<file path="config.mk">
export PLATFORM = sky130hd
export DESIGN_NAME = mult_div_hilo
export DESIGN_NICKNAME = d
export VERILOG_FILES = /design/src/rtl/mult_div_hilo.sv
export SDC_FILE = /design/constraint.sdc
export NUM_CORES = 1
export LEC_CHECK = 0
export BUFFER_PORTS_ARGS = -buffer_cell sky130_fd_sc_hd__clkbuf_2
export CAP_MARGIN = 0
export CORE_UTILIZATION = 30
export CTS_CLUSTER_SIZE = 20
export DETAILED_ROUTE_END_ITERATION = 8
export GPL_TIMING_DRIVEN = 0
export SETUP_SLACK_MARGIN = 0.4
export SLEW_MARGIN = 25
export SYNTH_ARGS = -nofsm -noshare
export SYNTH_HDL_FRONTEND = slang
export SYNTH_SLANG_ARGS = --single-unit
</file>
<file path="constraint.sdc">
create_clock -name clk -period 3.9 [get_ports clk]
set_clock_uncertainty 0.15 [all_clocks]
set_input_delay 0.39 -clock clk [delete_from_list [all_inputs] [get_ports clk]]
set_output_delay 0.39 -clock clk [all_outputs]
set_load 0.02 [all_outputs]
</file>
<file path="src/rtl/mult_div_hilo.sv">
// -----------------------------------------------------------------------------
// mult_div_hilo
//
// Iterative multiply/divide unit with architectural HI/LO registers.
// Multiply: shift-add, one multiplier bit per cycle, full 2*WIDTH product.
// Divide:   restoring division, one quotient bit per cycle, quotient in LO,
//           remainder in HI.
// Every mul/div op takes WIDTH+1 cycles from accept to result:
// WIDTH CALC cycles followed by one FIX cycle.
//
// Configuration macro: MULDIV_SIGNED_EN
//   defined     - MULT/DIV are signed; magnitude conversion and FIX negation
//                 are built.
//   not defined - MULT behaves as MULTU, DIV as DIVU; no sign logic.
//
// Ports:
//   clk          in   clock, rising edge
//   rst          in   synchronous active-high reset
//   start        in   request strobe, sampled only in IDLE
//   op[2:0]      in   000 MULT, 001 MULTU, 010 DIV, 011 DIVU,
//                     100 MTHI, 101 MTLO, 11x no-op
//   in1[W-1:0]   in   multiplicand / dividend / MTHI-MTLO data
//   in2[W-1:0]   in   multiplier / divisor
//   busy         out  high while in CALC or FIX
//   done         out  one-cycle pulse after HI/LO are written by a mul/div
//   div_by_zero  out  pulses with done when a divide had in2 == 0
//   hi[W-1:0]    out  HI register (upper product half / remainder)
//   lo[W-1:0]    out  LO register (lower product half / quotient)
// -----------------------------------------------------------------------------
module mult_div_hilo #(
    parameter int WIDTH = 32
) (
    input  logic             clk,
    input  logic             rst,
    input  logic             start,
    input  logic [2:0]       op,
    input  logic [WIDTH-1:0] in1,
    input  logic [WIDTH-1:0] in2,
    output logic             busy,
    output logic             done,
    output logic             div_by_zero,
    output logic [WIDTH-1:0] hi,
    output logic [WIDTH-1:0] lo
);

    localparam int DW = 2 * WIDTH;
    localparam int CW = $clog2(WIDTH);

    localparam logic [2:0] OP_MULT  = 3'b000;
    localparam logic [2:0] OP_MULTU = 3'b001;
    localparam logic [2:0] OP_DIV   = 3'b010;
    localparam logic [2:0] OP_DIVU  = 3'b011;
    localparam logic [2:0] OP_MTHI  = 3'b100;
    localparam logic [2:0] OP_MTLO  = 3'b101;

    typedef enum logic [1:0] {
        S_IDLE = 2'd0,
        S_CALC = 2'd1,
        S_FIX  = 2'd2
    } state_e;

    state_e          state_q, state_d;
    logic [CW-1:0]   cnt_q, cnt_d;
    // Multiply: {partial product high, multiplier/low product}.
    // Divide:   {partial remainder, dividend shifting into quotient}.
    logic [DW-1:0]   acc_q, acc_d;
    // Multiplicand magnitude for multiply, divisor magnitude for divide.
    logic [WIDTH-1:0] opnd_q, opnd_d;
    logic [WIDTH-1:0] dividend_q, dividend_d;
    logic [WIDTH-1:0] hi_q, hi_d;
    logic [WIDTH-1:0] lo_q, lo_d;
    logic             is_div_q, is_div_d;
    logic             dvz_q, dvz_d;
    logic             busy_q;
    logic             done_q, done_d;
    logic             dvz_out_q, dvz_out_d;

    logic [WIDTH-1:0] mag1_s, mag2_s;
    logic [WIDTH:0]   mul_sum_s;
    logic [WIDTH:0]   div_shift_s;
    logic             div_ge_s;
    logic [WIDTH-1:0] div_diff_s;
    logic [WIDTH-1:0] div_rem_s;
    logic [WIDTH-1:0] res_hi_s, res_lo_s;

`ifdef MULDIV_SIGNED_EN
    logic neg_res_q, neg_res_d;
    logic neg_rem_q, neg_rem_d;
    logic signed_op_s, neg1_s, neg2_s;

    assign signed_op_s = (op == OP_MULT) || (op == OP_DIV);
    assign neg1_s      = signed_op_s & in1[WIDTH-1];
    assign neg2_s      = signed_op_s & in2[WIDTH-1];
    // The most negative value maps onto itself, which is the correct
    // unsigned magnitude 2^(WIDTH-1).
    assign mag1_s      = neg1_s ? (~in1 + WIDTH'(1)) : in1;
    assign mag2_s      = neg2_s ? (~in2 + WIDTH'(1)) : in2;
`else
    assign mag1_s      = in1;
    assign mag2_s      = in2;
`endif

    // Shift-add step: add multiplicand to upper half when the current
    // multiplier bit (acc_q[0]) is set; the carry lands in bit WIDTH.
    assign mul_sum_s   = {1'b0, acc_q[DW-1:WIDTH]}
                       + ({1'b0, opnd_q} & {(WIDTH+1){acc_q[0]}});

    // Restoring step. When the trial subtraction succeeds the true
    // difference is below the divisor, so WIDTH bits hold it exactly.
    assign div_shift_s = {acc_q[DW-1:WIDTH], acc_q[WIDTH-1]};
    assign div_ge_s    = (div_shift_s >= {1'b0, opnd_q});
    assign div_diff_s  = div_shift_s[WIDTH-1:0] - opnd_q;
    assign div_rem_s   = div_ge_s ? div_diff_s : div_shift_s[WIDTH-1:0];

    // Final HI/LO values produced in FIX: sign fix-up and divide-by-zero.
    always_comb begin
        res_hi_s = acc_q[DW-1:WIDTH];
        res_lo_s = acc_q[WIDTH-1:0];
        if (is_div_q) begin
            if (dvz_q) begin
                res_hi_s = dividend_q;
                res_lo_s = {WIDTH{1'b1}};
            end else begin
`ifdef MULDIV_SIGNED_EN
                if (neg_res_q) begin
                    res_lo_s = ~acc_q[WIDTH-1:0] + WIDTH'(1);
                end else begin
                    res_lo_s = acc_q[WIDTH-1:0];
                end
                // Remainder follows the sign of the dividend.
                if (neg_rem_q) begin
                    res_hi_s = ~acc_q[DW-1:WIDTH] + WIDTH'(1);
                end else begin
                    res_hi_s = acc_q[DW-1:WIDTH];
                end
`else
                res_hi_s = acc_q[DW-1:WIDTH];
                res_lo_s = acc_q[WIDTH-1:0];
`endif
            end
        end else begin
`ifdef MULDIV_SIGNED_EN
            if (neg_res_q) begin
                {res_hi_s, res_lo_s} = ~acc_q + DW'(1);
            end else begin
                {res_hi_s, res_lo_s} = acc_q;
            end
`else
            {res_hi_s, res_lo_s} = acc_q;
`endif
        end
    end

    // Next-state and datapath control for IDLE/CALC/FIX.
    always_comb begin
        state_d    = state_q;
        cnt_d      = cnt_q;
        acc_d      = acc_q;
        opnd_d     = opnd_q;
        dividend_d = dividend_q;
        hi_d       = hi_q;
        lo_d       = lo_q;
        is_div_d   = is_div_q;
        dvz_d      = dvz_q;
        done_d     = 1'b0;
        dvz_out_d  = 1'b0;
`ifdef MULDIV_SIGNED_EN
        neg_res_d  = neg_res_q;
        neg_rem_d  = neg_rem_q;
`endif
        case (state_q)
            S_IDLE: begin
                if (start) begin
                    case (op)
                        OP_MULT, OP_MULTU: begin
                            state_d    = S_CALC;
                            cnt_d      = CW'(WIDTH - 1);
                            acc_d      = {{WIDTH{1'b0}}, mag2_s};
                            opnd_d     = mag1_s;
                            dividend_d = in1;
                            is_div_d   = 1'b0;
                            dvz_d      = 1'b0;
`ifdef MULDIV_SIGNED_EN
                            neg_res_d  = neg1_s ^ neg2_s;
                            neg_rem_d  = 1'b0;
`endif
                        end
                        OP_DIV, OP_DIVU: begin
                            state_d    = S_CALC;
                            cnt_d      = CW'(WIDTH - 1);
                            acc_d      = {{WIDTH{1'b0}}, mag1_s};
                            opnd_d     = mag2_s;
                            dividend_d = in1;
                            is_div_d   = 1'b1;
                            dvz_d      = (in2 == {WIDTH{1'b0}});
`ifdef MULDIV_SIGNED_EN
                            neg_res_d  = neg1_s ^ neg2_s;
                            neg_rem_d  = neg1_s;
`endif
                        end
                        OP_MTHI: hi_d = in1;
                        OP_MTLO: lo_d = in1;
                        default: state_d = S_IDLE;
                    endcase
                end else begin
                    state_d = S_IDLE;
                end
            end
            S_CALC: begin
                if (is_div_q) begin
                    acc_d = {div_rem_s, acc_q[WIDTH-2:0], div_ge_s};
                end else begin
                    acc_d = {mul_sum_s, acc_q[WIDTH-1:1]};
                end
                if (cnt_q == {CW{1'b0}}) begin
                    state_d = S_FIX;
                end else begin
                    cnt_d = cnt_q - CW'(1);
                end
            end
            S_FIX: begin
                state_d   = S_IDLE;
                hi_d      = res_hi_s;
                lo_d      = res_lo_s;
                done_d    = 1'b1;
                dvz_out_d = dvz_q;
            end
            default: state_d = S_IDLE;
        endcase
    end

    // State, datapath and registered outputs with synchronous reset.
    always_ff @(posedge clk) begin
        if (rst) begin
            state_q    <= S_IDLE;
            cnt_q      <= {CW{1'b0}};
            acc_q      <= {DW{1'b0}};
            opnd_q     <= {WIDTH{1'b0}};
            dividend_q <= {WIDTH{1'b0}};
            hi_q       <= {WIDTH{1'b0}};
            lo_q       <= {WIDTH{1'b0}};
            is_div_q   <= 1'b0;
            dvz_q      <= 1'b0;
            busy_q     <= 1'b0;
            done_q     <= 1'b0;
            dvz_out_q  <= 1'b0;
`ifdef MULDIV_SIGNED_EN
            neg_res_q  <= 1'b0;
            neg_rem_q  <= 1'b0;
`endif
        end else begin
            state_q    <= state_d;
            cnt_q      <= cnt_d;
            acc_q      <= acc_d;
            opnd_q     <= opnd_d;
            dividend_q <= dividend_d;
            hi_q       <= hi_d;
            lo_q       <= lo_d;
            is_div_q   <= is_div_d;
            dvz_q      <= dvz_d;
            busy_q     <= (state_d != S_IDLE);
            done_q     <= done_d;
            dvz_out_q  <= dvz_out_d;
`ifdef MULDIV_SIGNED_EN
            neg_res_q  <= neg_res_d;
            neg_rem_q  <= neg_rem_d;
`endif
        end
    end

    assign busy        = busy_q;
    assign done        = done_q;
    assign div_by_zero = dvz_out_q;
    assign hi          = hi_q;
    assign lo          = lo_q;

endmodule

</file>
==> flow_summary.ini, run 1 <==
[setup_path]
path_max_fanout = 5
criticalPathCategory = reg -> reg
timing.critical_path.to = acc_q[58]$_SDFFE_PP0P_
cp_num_cells = 14
regToRegEndpoint = acc_q[58]$_SDFFE_PP0P_
max_stage_delay_ps = 420
timing.critical_path.mode_cell = buf_6
path_cells = buf_6, and2_4, ha_4, buf_6, a2111oi_4, o21ai_2, a22oi_2, o41ai_4, a221o_2, a21oi_4, o21bai_2, a211oi_2, nor3_2, a221o_1
cp-end-kind = flip-flop
critical_path_buf_inv_count = 2
r2r_cells = 14
worst-r2r-setup-slack_ps = 380
path_delay_family = compound AO/OA/AOI/OAI gates
crit_path_start_kind = flip-flop
r2r_start = acc_q[0]$_SDFFE_PP0P_
crit_required_ps = 4160
worstSetupStartpoint = acc_q[0]$_SDFFE_PP0P_
crit_arrival_ps = 3780
slowest_stage = a221o_2

[power]
vdd_drop_max_v = 0.000293
p_total_mw = 5.88
leakagePower_nw = 6.21
power.density_mw_per_mm2 = 368

[placement]
dpl.hpwl_um = 39200
dp_slack_ps = -596
placed_cells = 2530
portBuffers = 136
gp_congestion = 0.959

[synthesis]
synth_top_area_cell = dfxtp_1
ys_types = 74
synthFlopType = dfxtp_1
synth_seq_cells = 204
synthesis.nets = 1946
synth_commonest_cells = nor2_1 (274), nand2_1 (272), a21oi_1 (219), dfxtp_1 (204), clkbuf_1 (106)
synth_edf_count = 0
async_flop_share_pct = 0
netlist_area_mm2 = 0.0132
synth_warnings = 0
synthDominantCellAreaShare_pct = 30.9
synth.area.top_cells = dfxtp_1 (31%), a21oi_1 (8.3%), nor2_1 (7.8%)
ys_seq_area_share_pct = 30.9
syn_inst = 1809
syn_area_per_cell_um2 = 7.30
synth.most_common_cell = nor2_1

[clock_network]
clk_latency_ps = 540
cts-root-buf = clkbuf_16
clkTransAtPathRegs_ps = 70
cts_tree = yes
cts.sinks = 204
cts_inserted_buffers = 23
clock_path_buffers = 3
holdBufCountCts = 0
htreeDepth = 1

[cells_and_area]
nNetsFinal = 2131
antenna_cells = 0
finish.utilization_pct = 36.9
final-instance-count-excl-fill = 2596
drive_gt1_share_pct = 14.3
area_growth_pct = 20.9

[floorplan]
fp-row-count = 76
die_w_um = 212
die-area_mm2 = 0.0448
core_mm2 = 0.0433
die_y_um = 212
start_util_pct = 30.5
io_pins = 137

[sta]
finalSetupViolations = 0
timing.fmax_mhz = 284
setup_ws_ps = 379
finalHoldViolCount = 0
worstMarginPinSlew_ps = 959
max_slew_margin_pct = 35.8
min_period_over_period_pct = 90.3
final_max_slew_viol_count = 0
rsz0062_at_grt = yes
fin_crit_ps = 3520

[global_route]
antenna_found_initial = 1
track_usage_pct = 21.2
overflow = 0
grt_pass1_vias = 12700
grt_pass1_wl_um = 74400
grt_max_degree = 15

[route]
dr_total_vias = 14200
wirelength_um = 49700
route.detailed.drc = 0
wl_per_cell_um = 19.1
first_iter_violations = 1251
avgViaCountPerCell = 5.46
firstDrtPassIters = 8
ant_nets = 0

[outcome]
status = complete, no violations

[worst_hold_path]
hp-class = in -> reg
hp-start = in1[16]

[flow_run]
max_cap_viol_count = 0
-- through the flow --
stage,TNS (ps),hold slack (ps),area [um2]
6_report,0,19.0,16000
2_1_floorplan,0,265,13200
4_1_cts,0,0.304,15700
3_3_place_gp,-3440,277,14600
3_5_place_dp,-2700,290,14600
5_1_grt,0,21.1,16000
-- routing by layer --
layer,global-route usage (%),wire [um],up-vias
met5,0,11,-
met4,4.92,1150,2
met3,2.85,3510,71
met2,33.1,21700,547
met1,30.7,23300,6766
li1,-,-,6787
-- kinds of logic (layout without fill, tap and decap cells) --
group,Yosys count,in the layout,share of synthesized area [%]
AO/OA/AOI/OAI,542,542,27.8
adder cells (fa/ha/maj),67,67,6.46
multiplexers,25,25,1.92
buffers and inverters,189,391,5.65
flip-flops,204,204,30.9
XOR/XNOR,53,53,3.52
AND/OR/NAND/NOR,729,729,23.7
-- repair_timing --
action | 4_1_cts | 5_1_grt
gates cloned | 0 | 1
endpoints found under the setup margin | 28 | 28
pin swaps | 16 | 28
resized for setup | 36 | 48
setup buffers | 10 | 13
-- layout by cell type, fill, tap and decap left out, types with 6 or more instances in the layout --
| cell | n |
|---|---|
| buf_2 | 7 |
| and3_1 | 6 |
| buf_1 | 16 |
| nor2_1 | 274 |
| a211oi_1 | 37 |
| nand4_1 | 9 |
| o21a_1 | 12 |
| clkbuf_16 | 23 |
| a22oi_1 | 20 |
| o21bai_1 | 7 |
| nand3_1 | 46 |
| buf_4 | 25 |
| ha_1 | 53 |
| inv_1 | 52 |
| dfxtp_1 | 198 |
| mux2i_1 | 21 |
| a21oi_4 | 6 |
| nor4_1 | 10 |
| o21ai_1 | 16 |
| ha_2 | 7 |
| nor2b_1 | 37 |
| xor2_1 | 16 |
| clkbuf_1 | 107 |
| clkbuf_2 | 136 |
| a21oi_1 | 215 |
| o211ai_1 | 8 |
| nor3_1 | 15 |
| nand2_1 | 270 |
| a311oi_1 | 95 |
| nand2b_1 | 9 |
| and2_1 | 35 |
| a21o_1 | 20 |
| o21ai_0 | 41 |
| xnor2_1 | 37 |
-- sequential cells by signal, indices dropped and copies added, names as in the netlist, 2 cells and up --
register / flops
hi: 32
cnt_q: 5
lo: 32
dividend_q: 32
state_q: 2
opnd_q: 32
acc_q: 64
-- layout make-up --
cell class | instances | area (um2)
Fill cell | 4663 | 27300
Buffer | 135 | 586
Inverter | 54 | 203
Clock buffer | 30 | 632
Multi-Input combinational cell | 1416 | 8680
Timing Repair Buffer | 160 | 858
Tap cell | 585 | 732
Sequential cell | 204 | 4090
Clock inverter | 12 | 184
-- worst min-delay path by stage --
| stage | to | cells after the start | slack [ps] |
|---|---|---|---|
| 6_report | dividend_q[16]$_SDFFE_PP0P_ | 3 | 20 |
| 5_1_grt | dividend_q[5]$_SDFFE_PP0P_ | 3 | 20 |
| 4_1_cts | dividend_q[16]$_SDFFE_PP0P_ | 3 | 0.3 |
| 3_5_place_dp | state_q[1]$_SDFF_PP0_ | 1 | 290 |
| 3_3_place_gp | state_q[1]$_SDFF_PP0_ | 1 | 280 |
| 2_1_floorplan | state_q[1]$_SDFF_PP0_ | 1 | 270 |
-- power by group --
group	switching, mW	internal (mW)	total, mW
sequential	0.111	2.20	2.31
clock	0.949	1.42	2.37
combinational	0.762	0.439	1.20
total	1.82	4.06	5.88
-- worst reg2reg max path: stages (launching register included) --
cell and delay (ps):
dfxtp_4 390, buf_6 140, and2_4 160, ha_4 230, buf_6 120, a2111oi_4 360, o21ai_2 100, a22oi_2 310
o41ai_4 150, a221o_2 420, a21oi_4 240, o21bai_2 100, a211oi_2 220, nor3_2 70, a221o_1 260
Note: power is estimated with default switching activity, not from simulation.
==> run 2: changes to the inputs <==
Settings changed: ABC_AREA set to 1, CORE_MARGIN set to 2.
==> run 2 against run 1 <==
  * Synthesized area grew 9.4%
  * Combinational power is 31% higher
  * Sequential power is 2% higher
  * Critical path depth up 1
  * Synthesized cell count rose by 34%
  * Setup slack better by 180 ps
  * Clock power fell by 14%
  * Sequential share of layout area is 1.0 points lower
  * Cell area grew 3.9%
  * Critical endpoint is now acc_q[61]$_SDFFE_PP0P_
==> flow_summary.ini, run 2 <==
[clock_network]
cts-root-buf = clkbuf_16
clk_latency_ps = 530
cts_inserted_buffers = 21
cts_tree = yes
clock_path_buffers = 3
clkTransAtPathRegs_ps = 70
cts.sinks = 204
htreeDepth = 1

[sta]
finalSetupViolations = 0
finalHoldViolCount = 0
min_period_over_period_pct = 85.6
rsz0062_at_grt = no
setup_ws_ps = 563
worstMarginPinSlew_ps = 1120
timing.fmax_mhz = 300
fin_crit_ps = 3340
max_slew_margin_pct = 25.5
fin_tns_setup_ps = 0
final_max_slew_viol_count = 0

[floorplan]
die_y_um = 223
core_mm2 = 0.0476
die-area_mm2 = 0.0499
fp-row-count = 80
start_util_pct = 30.3
io_pins = 137
die_w_um = 223

[cells_and_area]
mostFrequentLayoutCells = nand2_1 (628), nor2_1 (288), o21ai_0 (269)
antenna_cells = 0
drive_gt1_share_pct = 8.65
nFillCells = 5324
largest-register = acc_q
finish.utilization_pct = 34.8
nNetsFinal = 2714
area_growth_pct = 14.9
regArea_mm2 = 0.00408
multi_input_comb_area_mm2 = 0.00880
largest_register_ffs = 64
layout_commonest_cell = nand2_1

[global_route]
track_usage_pct = 24.8
grt_pass1_wl_um = 95300
grt_max_degree = 15
grt_pass1_vias = 16100
antenna_found_initial = 0
overflow = 0

[synthesis]
synthFlopType = dfxtp_1
netlist_area_mm2 = 0.0144
synth.most_common_cell = nand2_1
ys_types = 40
synth.area.top_cells = dfxtp_1 (28%), nand2_1 (16%), o21ai_0 (9.4%)
async_flop_share_pct = 0
synth_edf_count = 0
synth_commonest_cells = nand2_1 (628), nor2_1 (289), o21ai_0 (271), inv_1 (261), dfxtp_1 (204)
synth_seq_cells = 204
synth_top_area_cell = dfxtp_1
syn_inst = 2419
syn_area_per_cell_um2 = 5.97
synth_warnings = 0
ys_seq_area_share_pct = 28.3
synthDominantCellAreaShare_pct = 28.3
synthesis.nets = 2556

[route]
dr_total_vias = 16900
wirelength_um = 63700
firstDrtPassIters = 7
ant_nets = 0
route.detailed.drc = 0
first_iter_violations = 1921
wl_per_cell_um = 19.9
avgViaCountPerCell = 5.27

[outcome]
status = complete, no violations

[setup_path]
criticalPathCategory = reg -> reg
path_cells = clkbuf_4, buf_4, nand2_1, inv_1, ha_2, inv_1, fa_1, o21ai_2, a21oi_1, o21ai_2, nand2_1, nand3_1, nand3_1, nand3_1, a21oi_1
crit_path_start_kind = flip-flop
slowest_stage = fa_1
max_stage_delay_ps = 460
cp-end-kind = flip-flop
crit_required_ps = 4130
path_max_fanout = 10
timing.critical_path.mode_cell = nand3_1
crit_arrival_ps = 3570

[power]
vdd_drop_max_v = 0.000179
leakagePower_nw = 7.86
power.density_mw_per_mm2 = 359

[placement]
dpl.hpwl_um = 52500
portBuffers = 135
dp_slack_ps = -456
gp_congestion = 1.01

[worst_hold_path]
hp-class = in -> reg

[flow_run]
max_cap_viol_count = 0
-- run 2: per-stage QoR --
stage	hold WS, ps	power, mW	cell area (um2)	instances
2_1_floorplan	288	3.36	14400	2419
3_3_place_gp	295	3.91	15900	3169
3_5_place_dp	299	3.92	15900	3169
4_1_cts	13.0	5.93	16600	3205
5_1_grt	36.3	6.20	16600	3205
6_report	27.0	5.96	16600	3205
-- run 2: cells by family after synthesis --
family	Yosys count	synth area share, %
xor gates and xnor gates	13	0.788
and+or+nand+nor	1139	32.3
buffers and inverters	400	10.9
adders and majority gates	67	5.91
DFF	204	28.3
AOI/OAI and AO/OA	596	21.9
-- run 2: repair_timing --
action	in CTS	in global routing
resized for setup	6	11
endpoints found under the hold margin	0	0
setup buffers	0	0
setup endpoints to repair	24	9
hold buffers	0	0
-- run 2: cell type report --
cell class	instances	area share, %
inverters	278	6.29
clock inverters	10	0.551
multi-input cells	1815	53.1
plain buffers	122	3.27
well taps	615	4.64
repair buffers	135	4.07
clock buffers	26	3.46
flip-flops and latches	204	24.6
-- run 2: critical path, delay by kind of cell (launching register included) --
family          cells  cell delay (ps)
flops               1              310
fa+ha+maj           2              740
compound gates      4              690
simple gates        5              660
buf+inv             4              630
-- run 2: worst paths after layout --
kind,endpoint,slack [ps],from,cells after the start
setup / recovery,acc_q[61]$_SDFFE_PP0P_,560,acc_q[0]$_SDFFE_PP0P_,15
hold / removal,dividend_q[19]$_SDFFE_PP0P_,30,in1[19],3
setup reg to reg,acc_q[61]$_SDFFE_PP0P_,560,acc_q[0]$_SDFFE_PP0P_,15
hold reg to reg,dividend_q[1]$_SDFFE_PP0P_,310,dividend_q[1]$_SDFFE_PP0P_,2
-- run 2: layer usage --
layer / share of wire [%] / vias up / GRT usage [%]
met5: 0.0079 / - / 0
met4: 3.9 / 2 / 9.68
met3: 6.2 / 132 / 1.58
met2: 46 / 678 / 42.5
met1: 44 / 7817 / 32.6
li1: - / 8252 / -
-- run 2: report_power, final --
group	switching, mW	internal, mW	total, mW
clock	0.915	1.12	2.04
combinational	1.11	0.464	1.57
sequential	0.130	2.22	2.35
==> run 3: changes to the inputs <==
Clock period 3.9 ns to 3.8 ns, I/O delays scaled along.
==> run 3 against run 2 <==
  * Routed wire length about the same
  * Cell area barely moved
  * Global-route usage hardly changed
  * Clock power rose by 2%
  * Count of clock-buffer cells in the layout unchanged
  * Hold slack worse by 11 ps
  * Critical path depth grew 2
  * Sequential cell count stayed put
  * Non-clock buffer count unchanged
  * Sequential share of layout area about the same
  * Power up 2.6%
  * First-iteration DRC count fell by 2.3%
  * Largest cell class unchanged
==> flow_summary.ini, run 3 (same netlist as run 2, synthesis figures left out) <==
[outcome]
status = complete, no violations

[cells_and_area]
largest_register_ffs = 64
mostFrequentLayoutCells = nand2_1 (628), nor2_1 (288), o21ai_0 (268)
final_area_mm2 = 0.0166
area_growth_pct = 14.9
layout_commonest_cell = nand2_1
antenna_cells = 0
largest-register = acc_q
nNetsFinal = 2714
drive_gt1_share_pct = 8.69
finish.utilization_pct = 34.8

[power]
internal-power_mw = 3.90
p_total_mw = 6.11
sequentialPowerShare_pct = 39.4
leakagePower_nw = 7.86
switching_share_pct = 36.1
combPwrFrac_pct = 26.4
power.density_mw_per_mm2 = 369
power_frac_clock_pct = 34.1
vdd_drop_max_v = 0.000185
p_switching_mw = 2.21

[clock_network]
holdBufCountCts = 0
cts_inserted_buffers = 21
cts_setup_buffers = 0
clk_latency_ps = 530
cts_tree = yes
cts-root-buf = clkbuf_16
clock_path_buffers = 3
cts.sinks = 204
htreeDepth = 1
clkTransAtPathRegs_ps = 80

[floorplan]
fp-row-count = 80
die_w_um = 223
core_mm2 = 0.0476
die-area_mm2 = 0.0499
start_util_pct = 30.3
die_y_um = 223
io_pins = 137

[sta]
max_slew_margin_pct = 27.7
min_period_over_period_pct = 85.4
rsz0062_at_grt = no
finalHoldViolCount = 0
finalSetupViolations = 0
final_max_slew_viol_count = 0
worstMarginPinSlew_ps = 1090
timing.fmax_mhz = 308
fin_crit_ps = 3240
hold_ws_ps = 15.8
setup_ws_ps = 555

[setup_path]
path_cells = clkbuf_4, buf_6, nand2_1, inv_1, ha_2, inv_1, fa_1, o21ai_2, nand2_1, nand3_1, nand2_1, nand3_1, nand2_1, nor2_2, nor2_1, nand2_1, a21oi_1
slowest_stage = fa_1
criticalPathCategory = reg -> reg
max_stage_delay_ps = 460
cp-end-kind = flip-flop
crit_arrival_ps = 3470
worstSetupStartpoint = acc_q[0]$_SDFFE_PP0P_
critical_path_buf_inv_count = 4
crit_path_start_kind = flip-flop
r2r_start = acc_q[0]$_SDFFE_PP0P_
crit_required_ps = 4030
timing.critical_path.mode_cell = nand2_1
path_max_fanout = 10
path_delay_family = simple AND/OR/NAND/NOR gates

[global_route]
track_usage_pct = 24.8
antenna_found_initial = 0
grt_max_degree = 15
grt_pass1_wl_um = 95300
grt_pass1_vias = 16100
overflow = 0

[worst_hold_path]
hp-start = in1[19]
hp-class = in -> reg

[route]
dr_total_vias = 16900
first_iter_violations = 1876
firstDrtPassIters = 6
wl_per_cell_um = 19.9
route.detailed.drc = 0
wirelength_um = 63700
ant_nets = 0
avgViaCountPerCell = 5.26

[flow_run]
max_cap_viol_count = 0

[placement]
portBuffers = 135
dp_slack_ps = -556
dpl.hpwl_um = 52500
gp_congestion = 1.01
placed_area_mm2 = 0.0159
run 3: cell counts in the layout (fill, tap and decap cells not counted):
Identical to the previous run, type by type.
run 3: path summary, 6_finish.rpt:
check	endpoint	depth (start not counted)	slack (ps)
min reg2reg	dividend_q[1]$_SDFFE_PP0P_	2	310
max	acc_q[59]$_SDFFE_PP0P_	17	560
max reg2reg	acc_q[59]$_SDFFE_PP0P_	17	560
min	dividend_q[19]$_SDFFE_PP0P_	3	20
run 3: area by class of cell:
| cell class | count | area [um2] |
|---|---|---|
| Clock buffer | 26 | 574 |
| Fill cell | 5323 | 31100 |
| Inverter | 278 | 1040 |
| Sequential cell | 204 | 4080 |
| Multi-Input combinational cell | 1815 | 8810 |
| Clock inverter | 10 | 91.3 |
| Timing Repair Buffer | 135 | 676 |
| Tap cell | 615 | 769 |
| Buffer | 122 | 547 |
run 3: what timing repair did:
action,CTS,global route
gates resized for setup,8,12
pin swaps,0,1
endpoints found under the setup margin,29,19
run 3: power groups by stage:
stage                     logic [mW]  registers (mW)  clock network [mW]
after global routing            1.77            2.42                2.16
after global placement          1.56            2.45                   0
after detailed placement        1.57            2.45                   0
after CTS                       1.58            2.40                2.10
after floorplan                0.996            2.45                   0
final                           1.61            2.41                2.09
run 3: worst register-to-register path, stage by stage, from the launching register on:
cell and delay (ps):
dfxtp_1 310, clkbuf_4 260, buf_6 200, nand2_1 60
inv_1 70, ha_2 270, inv_1 80, fa_1 460
o21ai_2 240, nand2_1 80, nand3_1 210, nand2_1 140
nand3_1 100, nand2_1 60, nor2_2 190, nor2_1 70
nand2_1 100, a21oi_1 60
run 3: through the flow:
| stage | setup TNS [ps] | std cells |
|---|---|---|
| floorplan | 0 | 2419 |
| global placement | -2930 | 3169 |
| detailed placement | -2860 | 3169 |
| CTS | 0 | 3205 |
| global route | 0 | 3205 |
| finish | 0 | 3205 |
run 3: layer usage:
metal	track usage, %	part of all wire (%)	vias to the layer above
li1	-	-	8263
met1	32.6	44	7803
met2	42.5	46	677
met3	1.58	5.9	125
met4	9.68	3.9	2
met5	0	0.0079	-
